File: src/rtl/glb_port_arbiter.sv
// rtl/glb_port_arbiter.sv - round-robin/lock arbiter sharing the GLB read and write ports
// Optional GLB_ARB_STATS_EN adds saturating per-port conflict counters.
module glb_port_arbiter #(
  parameter int ADDR_WIDTH = 32,
  parameter int DATA_WIDTH = 8,
  parameter int MAX_LOCK   = 16
) (
  input  logic                         clk,
  input  logic                         rst,
  input  logic [1:0][3:0]              req_re,
  input  logic [1:0][ADDR_WIDTH-1:0]   req_r_addr,
  input  logic [1:0][3:0]              req_we,
  input  logic [1:0][ADDR_WIDTH-1:0]   req_w_addr,
  input  logic [1:0][DATA_WIDTH*4-1:0] req_w_data,
  input  logic [1:0]                   req_lock,
  output logic [1:0]                   r_gnt,
  output logic [1:0]                   w_gnt,
  output logic [DATA_WIDTH*4-1:0]      r_data,
  output logic [1:0]                   r_valid,
  output logic [1:0]                   err_mask,
  output logic [3:0]                   glb_re,
  output logic [ADDR_WIDTH-1:0]        glb_r_addr,
  output logic [3:0]                   glb_we,
  output logic [ADDR_WIDTH-1:0]        glb_w_addr,
  output logic [DATA_WIDTH*4-1:0]      glb_w_data,
  input  logic [DATA_WIDTH*4-1:0]      glb_r_data
`ifdef GLB_ARB_STATS_EN
  ,
  output logic [31:0]                  stat_rd_conflict,
  output logic [31:0]                  stat_wr_conflict
`endif
);

  localparam int CW = $clog2(MAX_LOCK + 1);

  function automatic logic is_legal_req(input logic [3:0] m);
    return (m == 4'h1) || (m == 4'h3) || (m == 4'h7) || (m == 4'hF);
  endfunction

  function automatic logic is_illegal(input logic [3:0] m);
    return (m != 4'h0) && !is_legal_req(m);
  endfunction

  // Port index 0 is the read port, 1 is the write port; inner index is the requester.
  logic [1:0][1:0]    req_v;
  logic [1:0]         both, keep, ovr, win_v, win_id;
  logic [1:0]         last_q, held_q;
  logic [1:0][CW-1:0] cnt_q, cnt_d;
  logic [1:0]         err_d;
  logic               own_v_q, own_id_q;

  always_comb begin
    req_v = '0;
    err_d = '0;
    for (int i = 0; i < 2; i++) begin
      req_v[0][i] = is_legal_req(req_re[i]);
      req_v[1][i] = is_legal_req(req_we[i]);
      err_d[i]    = is_illegal(req_re[i]) | is_illegal(req_we[i]);
    end
  end

  // A locked last winner keeps the port until it has taken MAX_LOCK grants in a row
  // against a waiting rival; the override hands one grant to the rival.
  always_comb begin
    both   = '0;
    keep   = '0;
    ovr    = '0;
    win_v  = '0;
    win_id = '0;
    cnt_d  = '0;
    for (int p = 0; p < 2; p++) begin
      both[p]  = req_v[p][0] & req_v[p][1];
      keep[p]  = held_q[p] & req_lock[last_q[p]] & (cnt_q[p] < CW'(MAX_LOCK));
      ovr[p]   = both[p] & held_q[p] & req_lock[last_q[p]] & ~keep[p];
      win_v[p] = (|req_v[p]) & ~rst;
      if (both[p])
        win_id[p] = keep[p] ? last_q[p] : ~last_q[p];
      else
        win_id[p] = req_v[p][1];
      if (both[p] && req_lock[win_id[p]] && !ovr[p])
        cnt_d[p] = (held_q[p] && (win_id[p] == last_q[p])) ? cnt_q[p] + CW'(1) : CW'(1);
    end
  end

  always_ff @(posedge clk or posedge rst) begin
    if (rst) begin
      last_q   <= 2'b11;
      held_q   <= 2'b00;
      cnt_q    <= '0;
      own_v_q  <= 1'b0;
      own_id_q <= 1'b0;
      err_mask <= 2'b00;
    end else begin
      for (int p = 0; p < 2; p++) begin
        if (win_v[p])
          last_q[p] <= win_id[p];
        held_q[p] <= win_v[p];
        cnt_q[p]  <= cnt_d[p];
      end
      own_v_q  <= win_v[0];
      own_id_q <= win_id[0];
      err_mask <= err_d;
    end
  end

  always_comb begin
    r_gnt      = win_v[0] ? (win_id[0] ? 2'b10 : 2'b01) : 2'b00;
    w_gnt      = win_v[1] ? (win_id[1] ? 2'b10 : 2'b01) : 2'b00;
    glb_re     = win_v[0] ? req_re[win_id[0]]     : '0;
    glb_r_addr = win_v[0] ? req_r_addr[win_id[0]] : '0;
    glb_we     = win_v[1] ? req_we[win_id[1]]     : '0;
    glb_w_addr = win_v[1] ? req_w_addr[win_id[1]] : '0;
    glb_w_data = win_v[1] ? req_w_data[win_id[1]] : '0;
    r_valid    = own_v_q ? (own_id_q ? 2'b10 : 2'b01) : 2'b00;
    r_data     = glb_r_data;
  end

`ifdef GLB_ARB_STATS_EN
  always_ff @(posedge clk or posedge rst) begin
    if (rst) begin
      stat_rd_conflict <= '0;
      stat_wr_conflict <= '0;
    end else begin
      if (both[0] && (stat_rd_conflict != 32'hFFFF_FFFF))
        stat_rd_conflict <= stat_rd_conflict + 32'd1;
      if (both[1] && (stat_wr_conflict != 32'hFFFF_FFFF))
        stat_wr_conflict <= stat_wr_conflict + 32'd1;
    end
  end
`endif

endmodule
File: config.mk
export PLATFORM = sky130hd
export DESIGN_NAME = glb_port_arbiter
export DESIGN_NICKNAME = d
export VERILOG_FILES = /design/src/rtl/glb_port_arbiter.sv
export SDC_FILE = /design/constraint.sdc
export NUM_CORES = 1
export LEC_CHECK = 0
export BUFFER_PORTS_ARGS = -buffer_cell sky130_fd_sc_hd__clkbuf_2
export CAP_MARGIN = 40
export CELL_PAD_IN_SITES_DETAIL_PLACEMENT = 1
export CELL_PAD_IN_SITES_GLOBAL_PLACEMENT = 2
export CORE_AREA = 4 4 149 151
export DETAILED_ROUTE_END_ITERATION = 8
export DIE_AREA = 0 0 153 155
export PLACE_DENSITY = 0.89
export SETUP_SLACK_MARGIN = 0.3
export SLEW_MARGIN = 20
export SYNTH_ARGS = -nofsm -noshare
export SYNTH_HDL_FRONTEND = slang
export SYNTH_SLANG_ARGS = --single-unit
File: constraint.sdc
create_clock -name clk -period 3.59 [get_ports clk]
set_clock_uncertainty 0.15 [all_clocks]
set_input_delay 0.718 -clock clk [delete_from_list [all_inputs] [get_ports clk]]
set_output_delay 0.718 -clock clk [all_outputs]
set_load 0.1 [all_outputs]
After elaboration in Yosys (flattened, before gate mapping) --
Cells that the tools add are included.
Word-level totals: input port bits 244, output and inout port bits 144, bits in registers 18, logic and storage cells 126
Cells by class: reduce and logical (&&, ||, !) cells 34, bitwise operators 21, equal/unequal tests 18, $lt $le $gt $ge 6, mux-type cells 37, add/sub/neg operators 2
Operators with widths (count):
- $mux W32 | 9
- $mux W4 | 6
- $mux W5 | 4
- $eq A4 B1 Y1 const B | 4
- $eq A4 B2 Y1 const B | 4
- $eq A4 B3 Y1 const B | 4
- $eq A4 B4 Y1 const B | 4
- $reduce_bool A4 Y1 | 4
- $and A1 B1 Y1 | 14
- $logic_or A1 B1 Y1 | 12
- $mux W1 | 12
- $mux W2 | 6
- $add A5 B1 Y5 const B | 2
- $logic_and A1 B1 Y1 | 10
- $lt A5 B5 Y1 const B | 2
- $lt A1 B2 Y1 const B | 4
- $logic_not A1 Y1 | 6
- $not A1 Y1 | 5
- $reduce_or A2 Y1 | 2
- $eq A1 B1 Y1 | 2
- $or A1 B1 Y1 | 2

Logic depth before layout (Yosys ltp) --
Gate-level depths: netlist of the first run.
depth after elaboration 11, depth in mapped cells 8, gate-level depth less buffers 5

Least setup slack after synthesis of the first run --
Ideal clock, no wire load.
path type input to output, start input req_lock[0], end output glb_w_addr[18], stages on the path 7, buffers on the path 2, data required time 2.722 ns, path slack -0.665 ns, data arrival time 3.387 ns, cell sequence buf_2 and3b_1 o22a_1 nor2_1 nor3_2 clkbuf_1 a22o_1
Between the ends: longest elaborated chain between the ends 9
RTL lines:
- start, declared | RTL line 15 | input logic [1:0] req_lock,
- $mux W1 (not written as such) (2 in series) | RTL line 73 | keep[p] = held_q[p] & req_lock[last_q[p]] & (cnt_q[p] < CW'(MAX_LOCK));
- $and A1 B1 Y1 (2 in series) | RTL line 73
- $mux W1 | RTL line 77 | win_id[p] = keep[p] ? last_q[p] : ~last_q[p];
- $mux W1 | RTL line 76 | if (both[p])
- $mux W32 (not written as such) (2 in series) | RTL line 112 | glb_w_addr = win_v[1] ? req_w_addr[win_id[1]] : '0;
- $mux W32 | RTL line 112
- end, declared | RTL line 24 | output logic [ADDR_WIDTH-1:0] glb_w_addr,
Every way passes these cells. The select of a mux whose other input is x is not followed.

Worst setup path in the final report of the first run --
start input req_lock[0], end output glb_w_addr[7]
The elaborated chain is that of the path after synthesis.

==> results of run 1 <==
state kept, by name, summed over array words and instances (netlist names):
register / flops
cnt_q: 10
err_mask: 2
held_q: 2
last_q: 2
own_id_q: 1
cells in the mapped netlist (2+ instances only):
| cell | instances |
|---|---|
| nand3_1 | 8 |
| buf_2 | 14 |
| o211ai_1 | 2 |
| nor3_1 | 4 |
| a21oi_1 | 6 |
| nand4_1 | 2 |
| dfstp_2 | 2 |
| nand2_1 | 10 |
| and3_1 | 3 |
| nand3b_1 | 2 |
| nor2b_1 | 2 |
| nand2b_1 | 8 |
| dfrtp_1 | 15 |
| xor2_1 | 3 |
| xnor2_1 | 3 |
| nor2_1 | 9 |
| clkbuf_1 | 6 |
| inv_1 | 9 |
| o21ai_0 | 6 |
| and2_1 | 2 |
| buf_4 | 35 |
| a22o_1 | 102 |
| ha_1 | 2 |
routing by layer:
metal / up-vias / part of all wire, %
met5: - / 0
met4: 0 / 1.6
met3: 18 / 8.1
met2: 199 / 53
met1: 1663 / 37
li1: 1629 / -
where the power goes:
| group | switching (W) | internal [W] | total, W |
|---|---|---|---|
| Sequential | 0.0000145 | 0.000204 | 0.000219 |
| Combinational | 0.000804 | 0.000482 | 0.00129 |
| Clock | 0.0000715 | 0.000149 | 0.000220 |
| Total | 0.000890 | 0.000836 | 0.00173 |
what timing repair did:
action,CTS,global route
resized for setup,0,15
setup buffers,0,3
setup endpoints to repair,0,64
stage by stage:
stage                     setup slack [ns]  cell area [um2]
final                                0.347             6160
after CTS                            0.316             5970
after floorplan                      0.296             2610
after global routing                 0.269             6160
after detailed placement             0.326             5890
after global placement               0.366             5890
kinds of logic after synthesis:
kind of cell    after synthesis  share of synthesized area, %
simple gates                 56                          13.7
xor+xnor                      6                          2.24
mux                           1                         0.427
buf+inv                      66                          17.3
compound gates              131                          47.0
fa+ha+maj                     2                          1.07
flops                        17                          18.3
cell type report:
class	count	area (um2)
repair buffers	336	3450
fillers	2376	14700
inverters	9	33.8
clock buffers	3	75.1
clock inverters	1	5.00
multi-input cells	196	1820
flip-flops and latches	17	428
well taps	275	344
worst register-to-register path, cell delays in order (launching register included):
cell	delay, ns
dfstp_2	0.59
nand4b_1	0.14
o221ai_1	0.12
a2111oi_0	0.51
o21ai_0	0.34
nor2_1	0.17
worst paths after layout:
path	depth (start not counted)	slack, ns	to
min in group asynchronous	2	0.67	cnt_q[9]
worst min-delay path	2	0.39	last_q[1]
worst max-delay path	9	0.35	glb_w_addr[7]
worst min register to register	2	0.39	last_q[1]
max in group asynchronous	2	2.19	held_q[0]
worst max register to register	5	1.51	cnt_q[7]
==> results.py, run 1 <==
metrics = {
    "critical_path": {
        "start_kind": "input port",
        "slowest_delay_ns": 0.21,
        "cpMaxStageDelayCell": "and3b_1",
        "end_kind": "output port",
        "crit_fanout": 16,
        "cp_cell_sequence": "clkbuf_2, and3b_1, o22a_1, nor2b_1, nor3_4, buf_12, clkbuf_16, a22o_2, buf_12",
        "worst_ep_arrival_time_ns": 2.38,
        "path_common_cell": "buf_12",
        "cp_num_buf_inv": 4,
        "path_delay_family": "buffers and inverters",
        "critPathKind": "input port to output port",
        "crit_path_start": "req_lock[0]",
        "cp.required_ns": 2.72,
        "r2r_start": "last_q[1]",
    },
    "logic_synthesis": {
        "syn_area_per_cell_um2": 8.40,
        "yosysSeqAreaShare_pct": 18.3,
        "synth_area_mm2": 0.00234,
        "synth_top_area_share_pct": 38.1,
        "synth_seq_cells": 17,
        "async_flop_share_pct": 100,
        "yosysTopAreaCell": "a22o_1",
        "synth-edff-count": 0,
        "ys_warn_count": 0,
        "synth_nets": 525,
        "synth_flop_cell": "dfrtp_1",
        "synthCells": 279,
        "ys_top_cells_by_area": "a22o_1 38%, dfrtp_1 16%, buf_4 11%",
        "synth.distinct_cells": 47,
    },
    "placement": {
        "dp_hpwl_um": 13900,
        "io_buffers": 323,
        "gp_congestion": 0.759,
        "dp.cells": 826,
    },
    "clock_network": {
        "clkTransAtPathRegs_ns": 0.05,
        "cts_root_buf": "clkbuf_16",
        "postCtsHoldBufs": 0,
        "clkLatencyLatePin_ns": 0.24,
        "cts_tree": "done",
        "cts_sinks": 17,
        "cts_buffers": 3,
        "htreeDepth": 1,
        "clock_path_buffers": 2,
    },
    "sta": {
        "hold_viol_final": 0,
        "worstMarginPinSlew_ns": 0.682,
        "fmax_mhz": 308,
        "timing.final.crit_period_ns": 3.24,
        "setup_tns_ns": 0,
        "rsz0062_at_grt": "yes",
        "slew_headroom_pct": 54.5,
        "setup_violations": 0,
        "holdWs_ns": 0.385,
        "final_max_slew_viol_count": 0,
        "timing.final.crit_share_pct": 90.3,
    },
    "finish": {
        "finish.utilization_pct": 29.6,
        "drive_gt1_share_pct": 80.2,
        "num_antenna_cells": 0,
        "nets": 809,
        "layout_common_cells": "217 x clkbuf_2, 112 x buf_12, 75 x a22o_2",
        "layout.cells.non_filler": 837,
        "final_common_cell": "clkbuf_2",
        "synthToLayoutAreaGrowth_pct": 163,
    },
    "global_routing": {
        "grt_pass1_wl_um": 22800,
        "use_met1_pct": 13.5,
        "overflow": 0,
        "antenna_found_initial": 0,
        "globalRouteMet2Util_pct": 22.6,
        "met3_usage_pct": 4.12,
        "grt_usage_pct": 12.1,
        "top_usage_layer": "met2",
        "grt_max_degree": 70,
        "grt_pass1_vias": 3766,
    },
    "drt": {
        "ant_nets": 0,
        "drc": 0,
        "vias": 3509,
        "first_iter_violations": 109,
        "dr.pass1.iters": 4,
        "wl_per_cell_um": 19.8,
        "vias_per_cell": 4.19,
        "drt_wl_total_um": 16600,
    },
    "floorplan": {
        "rows": 53,
        "chipHeight_um": 155,
        "fp.dieW_um": 153,
        "dieArea_mm2": 0.0237,
        "io_pins": 388,
        "core-area_mm2": 0.0208,
        "initial_core_util_pct": 11.2,
    },
    "pwr": {
        "vdd_drop_max_mv": 0.151,
        "leakagePower_nw": 2.93,
        "p_total_w": 0.00173,
        "powerDensity_mw_per_mm2": 280,
    },
    "worst_hold_path": {
        "worstHoldStart": "last_q[1]",
        "hp-class": "flip-flop to flip-flop",
    },
    "status": {
        "outcome": "finished, final reports clean",
    },
    "job": {
        "cap_viol_max_count": 0,
    },
}
(Power assumes the default switching activity.)
==> inputs of run 2 (changes only) <==
--- a/config.mk
+++ b/config.mk
@@ -5,14 +5,15 @@
 export SDC_FILE = /design/constraint.sdc
 export NUM_CORES = 1
 export LEC_CHECK = 0
+export ABC_AREA = 1
 export BUFFER_PORTS_ARGS = -buffer_cell sky130_fd_sc_hd__clkbuf_2
 export CAP_MARGIN = 40
 export CELL_PAD_IN_SITES_DETAIL_PLACEMENT = 1
 export CELL_PAD_IN_SITES_GLOBAL_PLACEMENT = 2
-export CORE_AREA = 4 4 149 151
+export CORE_MARGIN = 4
+export CORE_UTILIZATION = 12
 export DETAILED_ROUTE_END_ITERATION = 8
-export DIE_AREA = 0 0 153 155
-export PLACE_DENSITY = 0.89
+export PLACE_DENSITY = 0.95
 export SETUP_SLACK_MARGIN = 0.3
 export SLEW_MARGIN = 20
 export SYNTH_ARGS = -nofsm -noshare
==> run 2 against run 1 <==
Against the previous run: total power rose by 13%; combinational power rose by 17%; clock-buffer cell count did not move; critical path type unchanged; critical endpoint is now glb_r_addr[8].
==> results.py, run 2 <==
metrics = {
    "finish": {
        "final_common_cell": "nand2_1",
        "nFillCells": 2621,
        "nets": 1027,
        "regArea_um2": 428,
        "layout_common_cells": "300 x nand2_1, 218 x clkbuf_2, 106 x buf_12",
        "synthToLayoutAreaGrowth_pct": 135,
        "drive_gt1_share_pct": 50.4,
        "regMostFlops": "cnt_q",
        "fin_area_mm2": 0.00612,
        "largest_register_ffs": 10,
        "multi_input_area_mm2": 0.00174,
    },
    "status": {
        "outcome": "finished, final reports clean",
    },
    "clock_network": {
        "htreeDepth": 1,
        "clkTransAtPathRegs_ns": 0.06,
        "postCtsHoldBufs": 0,
        "clock_path_buffers": 2,
        "clkLatencyLatePin_ns": 0.26,
        "cts_root_buf": "clkbuf_16",
        "cts_sinks": 17,
        "cts_buffers": 3,
        "cts_tree": "done",
    },
    "critical_path": {
        "r2r_slack_ns": 1.79,
        "crit_path_start": "req_re[1]",
        "reg2reg_to": "cnt_q[9]",
        "cp.required_ns": 2.72,
        "rr_worst_depth": 10,
        "cp_cell_sequence": "clkbuf_2, inv_1, nand2_2, nand3_1, inv_2, nand3_2, nand2_2, nand2_1, inv_2, buf_12, nand2_1, nand2_1, buf_12",
        "path_common_cell": "nand2_1",
        "endpoint": "glb_r_addr[8]",
        "r2r_start": "last_q[1]",
        "crit_fanout": 17,
        "path_delay_family": "simple AND/OR/NAND/NOR gates",
        "slowest_delay_ns": 0.19,
        "cpMaxStageDelayCell": "buf_12",
        "start_kind": "input port",
        "cp_num_buf_inv": 6,
        "critical_path_depth": 13,
        "end_kind": "output port",
        "worst_ep_arrival_time_ns": 2.28,
        "critPathKind": "input port to output port",
    },
    "logic_synthesis": {
        "synth_nets": 736,
        "synth_common_cells": "323 x nand2_1, 38 x buf_4, 18 x inv_1, 15 x dfrtp_1, 13 x nor2_1",
        "yosysSeqAreaShare_pct": 16.4,
        "async_flop_share_pct": 100,
        "synth_area_mm2": 0.00261,
        "ys_warn_count": 0,
        "synth_seq_cells": 17,
        "synth.distinct_cells": 28,
        "ys_top_cells_by_area": "nand2_1 46%, dfrtp_1 14%, buf_4 11%",
        "syn_area_per_cell_um2": 5.32,
        "yosysTopAreaCell": "nand2_1",
        "synth-edff-count": 0,
        "synth_top_area_share_pct": 46.5,
        "synth.most_common_cell": "nand2_1",
        "synth_flop_cell": "dfrtp_1",
        "synthCells": 490,
    },
    "pwr": {
        "leakagePower_nw": 3.31,
        "powerDensity_mw_per_mm2": 320,
        "vdd_drop_max_mv": 0.197,
    },
    "drt": {
        "dr.pass1.iters": 4,
        "drc": 0,
        "vias_per_cell": 4.00,
        "drt_wl_total_um": 17300,
        "first_iter_violations": 136,
        "wl_per_cell_um": 16.4,
        "vias": 4223,
        "ant_nets": 0,
    },
    "placement": {
        "io_buffers": 323,
        "dp_hpwl_um": 14300,
        "dpl_cell_area_mm2": 0.00586,
        "gp_congestion": 0.760,
    },
    "sta": {
        "rsz0062_at_grt": "yes",
        "timing.final.crit_period_ns": 3.15,
        "slew_headroom_pct": 63.0,
        "worstMarginPinSlew_ns": 0.557,
        "final_max_slew_viol_count": 0,
        "holdWs_ns": 0.259,
        "hold_viol_final": 0,
        "setup_tns_ns": 0,
        "setup_violations": 0,
        "fmax_mhz": 318,
        "timing.final.crit_share_pct": 87.7,
    },
    "global_routing": {
        "overflow": 0,
        "grt_max_degree": 67,
        "grt_pass1_vias": 4562,
        "grt_pass1_wl_um": 23900,
        "antenna_found_initial": 1,
        "grt_usage_pct": 12.2,
    },
    "floorplan": {
        "fp.dieW_um": 155,
        "io_pins": 388,
        "core-area_mm2": 0.0212,
        "rows": 53,
        "dieArea_mm2": 0.0242,
        "chipHeight_um": 155,
        "initial_core_util_pct": 12.3,
    },
    "worst_hold_path": {
        "hp-class": "input port to async pin",
    },
    "job": {
        "cap_viol_max_count": 0,
    },
}
==> run 2: cell count changes after synthesis, sizes merged, moves of 3 or more <==
cell and change:
nor3 -6, a22o -102, nand2 +318, nand2b -8, inv +18, nor2 +5
nand3 +6, clkbuf -7, o21a +3
==> run 2: where the power goes <==
part           switching (W)  internal [W]  total [W]
Sequential         0.0000106      0.000204   0.000215
Combinational        0.00100      0.000503    0.00151
Clock              0.0000864      0.000151   0.000237
==> run 2: worst reg2reg max path, stage by stage (launching register included) <==
cell and delay (ns):
dfstp_2 0.57, inv_2 0.07, nand2_1 0.07, nand2_2 0.07, nand4_1 0.11, nand3_2 0.15, nand3_1 0.10, nand2_1 0.05
nor2_1 0.13, nand2_1 0.13, nor2_1 0.13
==> run 2: how the worst min path moves through the flow <==
| stage | startpoint | to | slack [ns] | depth (start not counted) |
|---|---|---|---|---|
| floorplan | last_q[0] | last_q[0] | 0.37 | 2 |
| global placement | cnt_q[3] | cnt_q[3] | 0.39 | 2 |
| detailed placement | last_q[0] | last_q[0] | 0.41 | 2 |
| CTS | rst | cnt_q[9] | 0.26 | 2 |
| global route | rst | cnt_q[9] | 0.28 | 2 |
| finish | rst | cnt_q[9] | 0.26 | 2 |
==> run 2: layer usage <==
layer / vias up / global-route usage (%) / share of wire (%)
met1: 1925 / 14.1 / 38
met3: 20 / 3.56 / 9.0
met4: 0 / 2.29 / 1.6
met5: - / 0 / 0
met2: 241 / 22.6 / 51
li1: 2037 / - / -
==> run 2: cells by family after synthesis <==
logic type,synth area share [%]
xor+xnor,2.02
flops,16.4
simple gates,55.1
fa+ha+maj,0.960
buf+inv,19.8
compound gates,5.76
==> run 2: timing repair <==
| item | in CTS | in global routing |
|---|---|---|
| buffers inserted | 0 | 1 |
| hold endpoints to repair | 0 | 0 |
| cloned | 1 | 6 |
| pin swaps | 0 | 1 |
| resized for setup | 4 | 13 |
| endpoints found under the setup margin | 35 | 100 |
==> run 2: metrics by stage <==
stage / worst slack (ns) / utilization (%) / cells / total power (W)
after detailed placement: 0.136 / 27.6 / 1043 / 0.00170
after global routing: 0.277 / 28.9 / 1056 / 0.00203
final: 0.441 / 28.9 / 1056 / 0.00196
after global placement: 0.225 / 27.6 / 1043 / 0.00168
after CTS: 0.333 / 28.1 / 1048 / 0.00194
after floorplan: 0.0450 / - / 490 / 0.00128
==> run 2: area by class of cell <==
class / count / area share, %
Timing Repair Buffer: 336 / 55.3
Timing Repair inverter: 2 / 0.286
Inverter: 27 / 1.92
Clock buffer: 3 / 1.23
Sequential cell: 17 / 6.99
Clock inverter: 1 / 0.123
Multi-Input combinational cell: 394 / 28.5
Antenna cell: 1 / 0.0409
Tap cell: 275 / 5.62
==> inputs of run 3 (changes only) <==
--- a/config.mk
+++ b/config.mk
@@ -6,6 +6,7 @@
 export NUM_CORES = 1
 export LEC_CHECK = 0
 export ABC_AREA = 1
+export ABC_CLOCK_PERIOD_IN_PS = 3590
 export BUFFER_PORTS_ARGS = -buffer_cell sky130_fd_sc_hd__clkbuf_2
 export CAP_MARGIN = 40
 export CELL_PAD_IN_SITES_DETAIL_PLACEMENT = 1
@@ -13,6 +14,7 @@
 export CORE_MARGIN = 4
 export CORE_UTILIZATION = 12
 export DETAILED_ROUTE_END_ITERATION = 8
+export MAX_ROUTING_LAYER = met4
 export PLACE_DENSITY = 0.95
 export SETUP_SLACK_MARGIN = 0.3
 export SLEW_MARGIN = 20
==> run 3 against run 2 <==
Against the previous run: non-clock buffer count did not move; combinational power barely moved; critical path depth fell by 1; global-route usage is 0.36 points higher; via count is essentially flat; sequential share of layout area about the same; first-iteration DRC count shrank 2.2%; clock-buffer cell count is the same.
==> results.py, run 3 (synthesized netlist as in run 2, its figures left out) <==
metrics = {
    "drt": {
        "wl_per_cell_um": 16.4,
        "first_iter_violations": 133,
        "ant_nets": 0,
        "drc": 0,
        "drt_wl_total_um": 17300,
        "dr.pass1.iters": 4,
        "vias_per_cell": 4.00,
        "vias": 4225,
    },
    "clock_network": {
        "postCtsHoldBufs": 0,
        "clkTransAtPathRegs_ns": 0.06,
        "htreeDepth": 1,
        "cts_root_buf": "clkbuf_16",
        "cts_buffers": 3,
        "cts_tree": "done",
        "clkLatencyLatePin_ns": 0.26,
        "cts_sinks": 17,
        "clock_path_buffers": 2,
    },
    "critical_path": {
        "start_kind": "input port",
        "crit_fanout": 12,
        "worst_ep_arrival_time_ns": 2.27,
        "r2r_start": "last_q[1]",
        "r2r_slack_ns": 1.79,
        "rr_worst_depth": 10,
        "critPathKind": "input port to output port",
        "reg2reg_to": "cnt_q[9]",
        "end_kind": "output port",
        "cp.required_ns": 2.72,
    },
    "sta": {
        "slew_headroom_pct": 62.8,
        "timing.final.crit_period_ns": 3.14,
        "setup_violations": 0,
        "hold_viol_final": 0,
        "final.setup.worst_slack_ns": 0.449,
        "timing.final.crit_share_pct": 87.5,
        "holdWs_ns": 0.259,
        "rsz0062_at_grt": "no",
        "worstMarginPinSlew_ns": 0.560,
        "fmax_mhz": 318,
        "setup_tns_ns": 0,
        "final_max_slew_viol_count": 0,
    },
    "finish": {
        "nets": 1027,
        "layout_common_cells": "298 x nand2_1, 217 x clkbuf_2, 106 x buf_12",
        "finish.utilization_pct": 28.9,
        "regMostFlops": "cnt_q",
        "synthToLayoutAreaGrowth_pct": 135,
        "largest_register_ffs": 10,
        "fin_area_mm2": 0.00613,
        "drive_gt1_share_pct": 50.8,
        "final_common_cell": "nand2_1",
    },
    "global_routing": {
        "met3_usage_pct": 2.53,
        "grt_usage_pct": 12.6,
        "overflow": 0,
        "grt_pass1_vias": 4578,
        "globalRouteMet2Util_pct": 22.6,
        "grt_pass1_wl_um": 23800,
        "top_usage_layer": "met2",
        "antenna_found_initial": 1,
        "grt_max_degree": 67,
        "use_met1_pct": 14.7,
    },
    "job": {
        "cap_viol_max_count": 0,
    },
    "floorplan": {
        "core-area_mm2": 0.0212,
        "dieArea_mm2": 0.0242,
        "initial_core_util_pct": 12.3,
        "rows": 53,
        "fp.dieW_um": 155,
        "io_pins": 388,
        "chipHeight_um": 155,
    },
    "placement": {
        "pre_cts_slack_ns": 0.136,
        "dp_hpwl_um": 14300,
        "dpl_cell_area_mm2": 0.00586,
        "io_buffers": 323,
        "gp_congestion": 0.770,
    },
    "status": {
        "outcome": "finished, final reports clean",
    },
    "worst_hold_path": {
        "hp-class": "input port to async pin",
    },
    "pwr": {
        "leakagePower_nw": 3.31,
        "vdd_drop_max_mv": 0.196,
        "powerDensity_mw_per_mm2": 320,
    },
}
run 3: cell counts in the layout (fill, tap and decap cells not counted):
No cell type changed its count.
run 3: worst max-delay path by stage:
stage                     slack (ns)        endpoint  cells after the start       from
final                           0.45   glb_w_addr[4]                     12  req_we[1]
after global routing            0.31   glb_w_addr[4]                     12  req_we[1]
after detailed placement        0.14        r_gnt[1]                     11  req_re[1]
after CTS                       0.33  glb_r_addr[18]                     13  req_re[1]
after global placement          0.22        r_gnt[1]                     11  req_re[1]
after floorplan                 0.05       glb_re[1]                      8  req_re[1]
run 3: area by class of cell:
type / count / area (um2)
Sequential cell: 17 / 428
Timing Repair Buffer: 336 / 3380
Tap cell: 275 / 344
Clock buffer: 3 / 75.1
Fill cell: 2621 / 15100
Clock inverter: 1 / 7.51
Antenna cell: 1 / 2.50
Inverter: 27 / 118
Timing Repair inverter: 2 / 20.0
Multi-Input combinational cell: 394 / 1750
run 3: report_power, final:
part | switching, W | leakage, nW | internal, W | total [W]
sequential | 0.0000105 | 0.219 | 0.000204 | 0.000215
combinational | 0.00100 | 3.05 | 0.000504 | 0.00151
clock | 0.0000855 | 0.0371 | 0.000151 | 0.000236
total | 0.00110 | 3.31 | 0.000858 | 0.00196
run 3: timing repair:
action / CTS / global route
cloned: 1 / 6
pin swaps: 0 / 1
setup buffers: 0 / 1
endpoints found under the hold margin: 0 / 0
gates resized for setup: 4 / 17
endpoints found under the setup margin: 35 / 100
run 3: stage by stage:
stage | instances | total power (W)
2_1_floorplan | 490 | 0.00128
3_3_place_gp | 1043 | 0.00168
3_5_place_dp | 1043 | 0.00170
4_1_cts | 1048 | 0.00194
5_1_grt | 1056 | 0.00204
6_report | 1056 | 0.00196
run 3: critical path, cell delays in order:
cell and delay, ns:
clkbuf_2 0.08, inv_1 0.12, nand2_1 0.09, nand3_1 0.13, inv_2 0.08, nand3_2 0.12, nand3_2 0.14, inv_4 0.16
buf_4 0.21, nand2_1 0.12, nand2_1 0.12, buf_12 0.18
run 3: per-layer routing:
| metal | part of all wire, % | vias to the layer above |
|---|---|---|
| li1 | - | 2044 |
| met1 | 39 | 1924 |
| met2 | 51 | 239 |
| met3 | 7.9 | 18 |
| met4 | 1.4 | 0 |
| met5 | 0 | - |
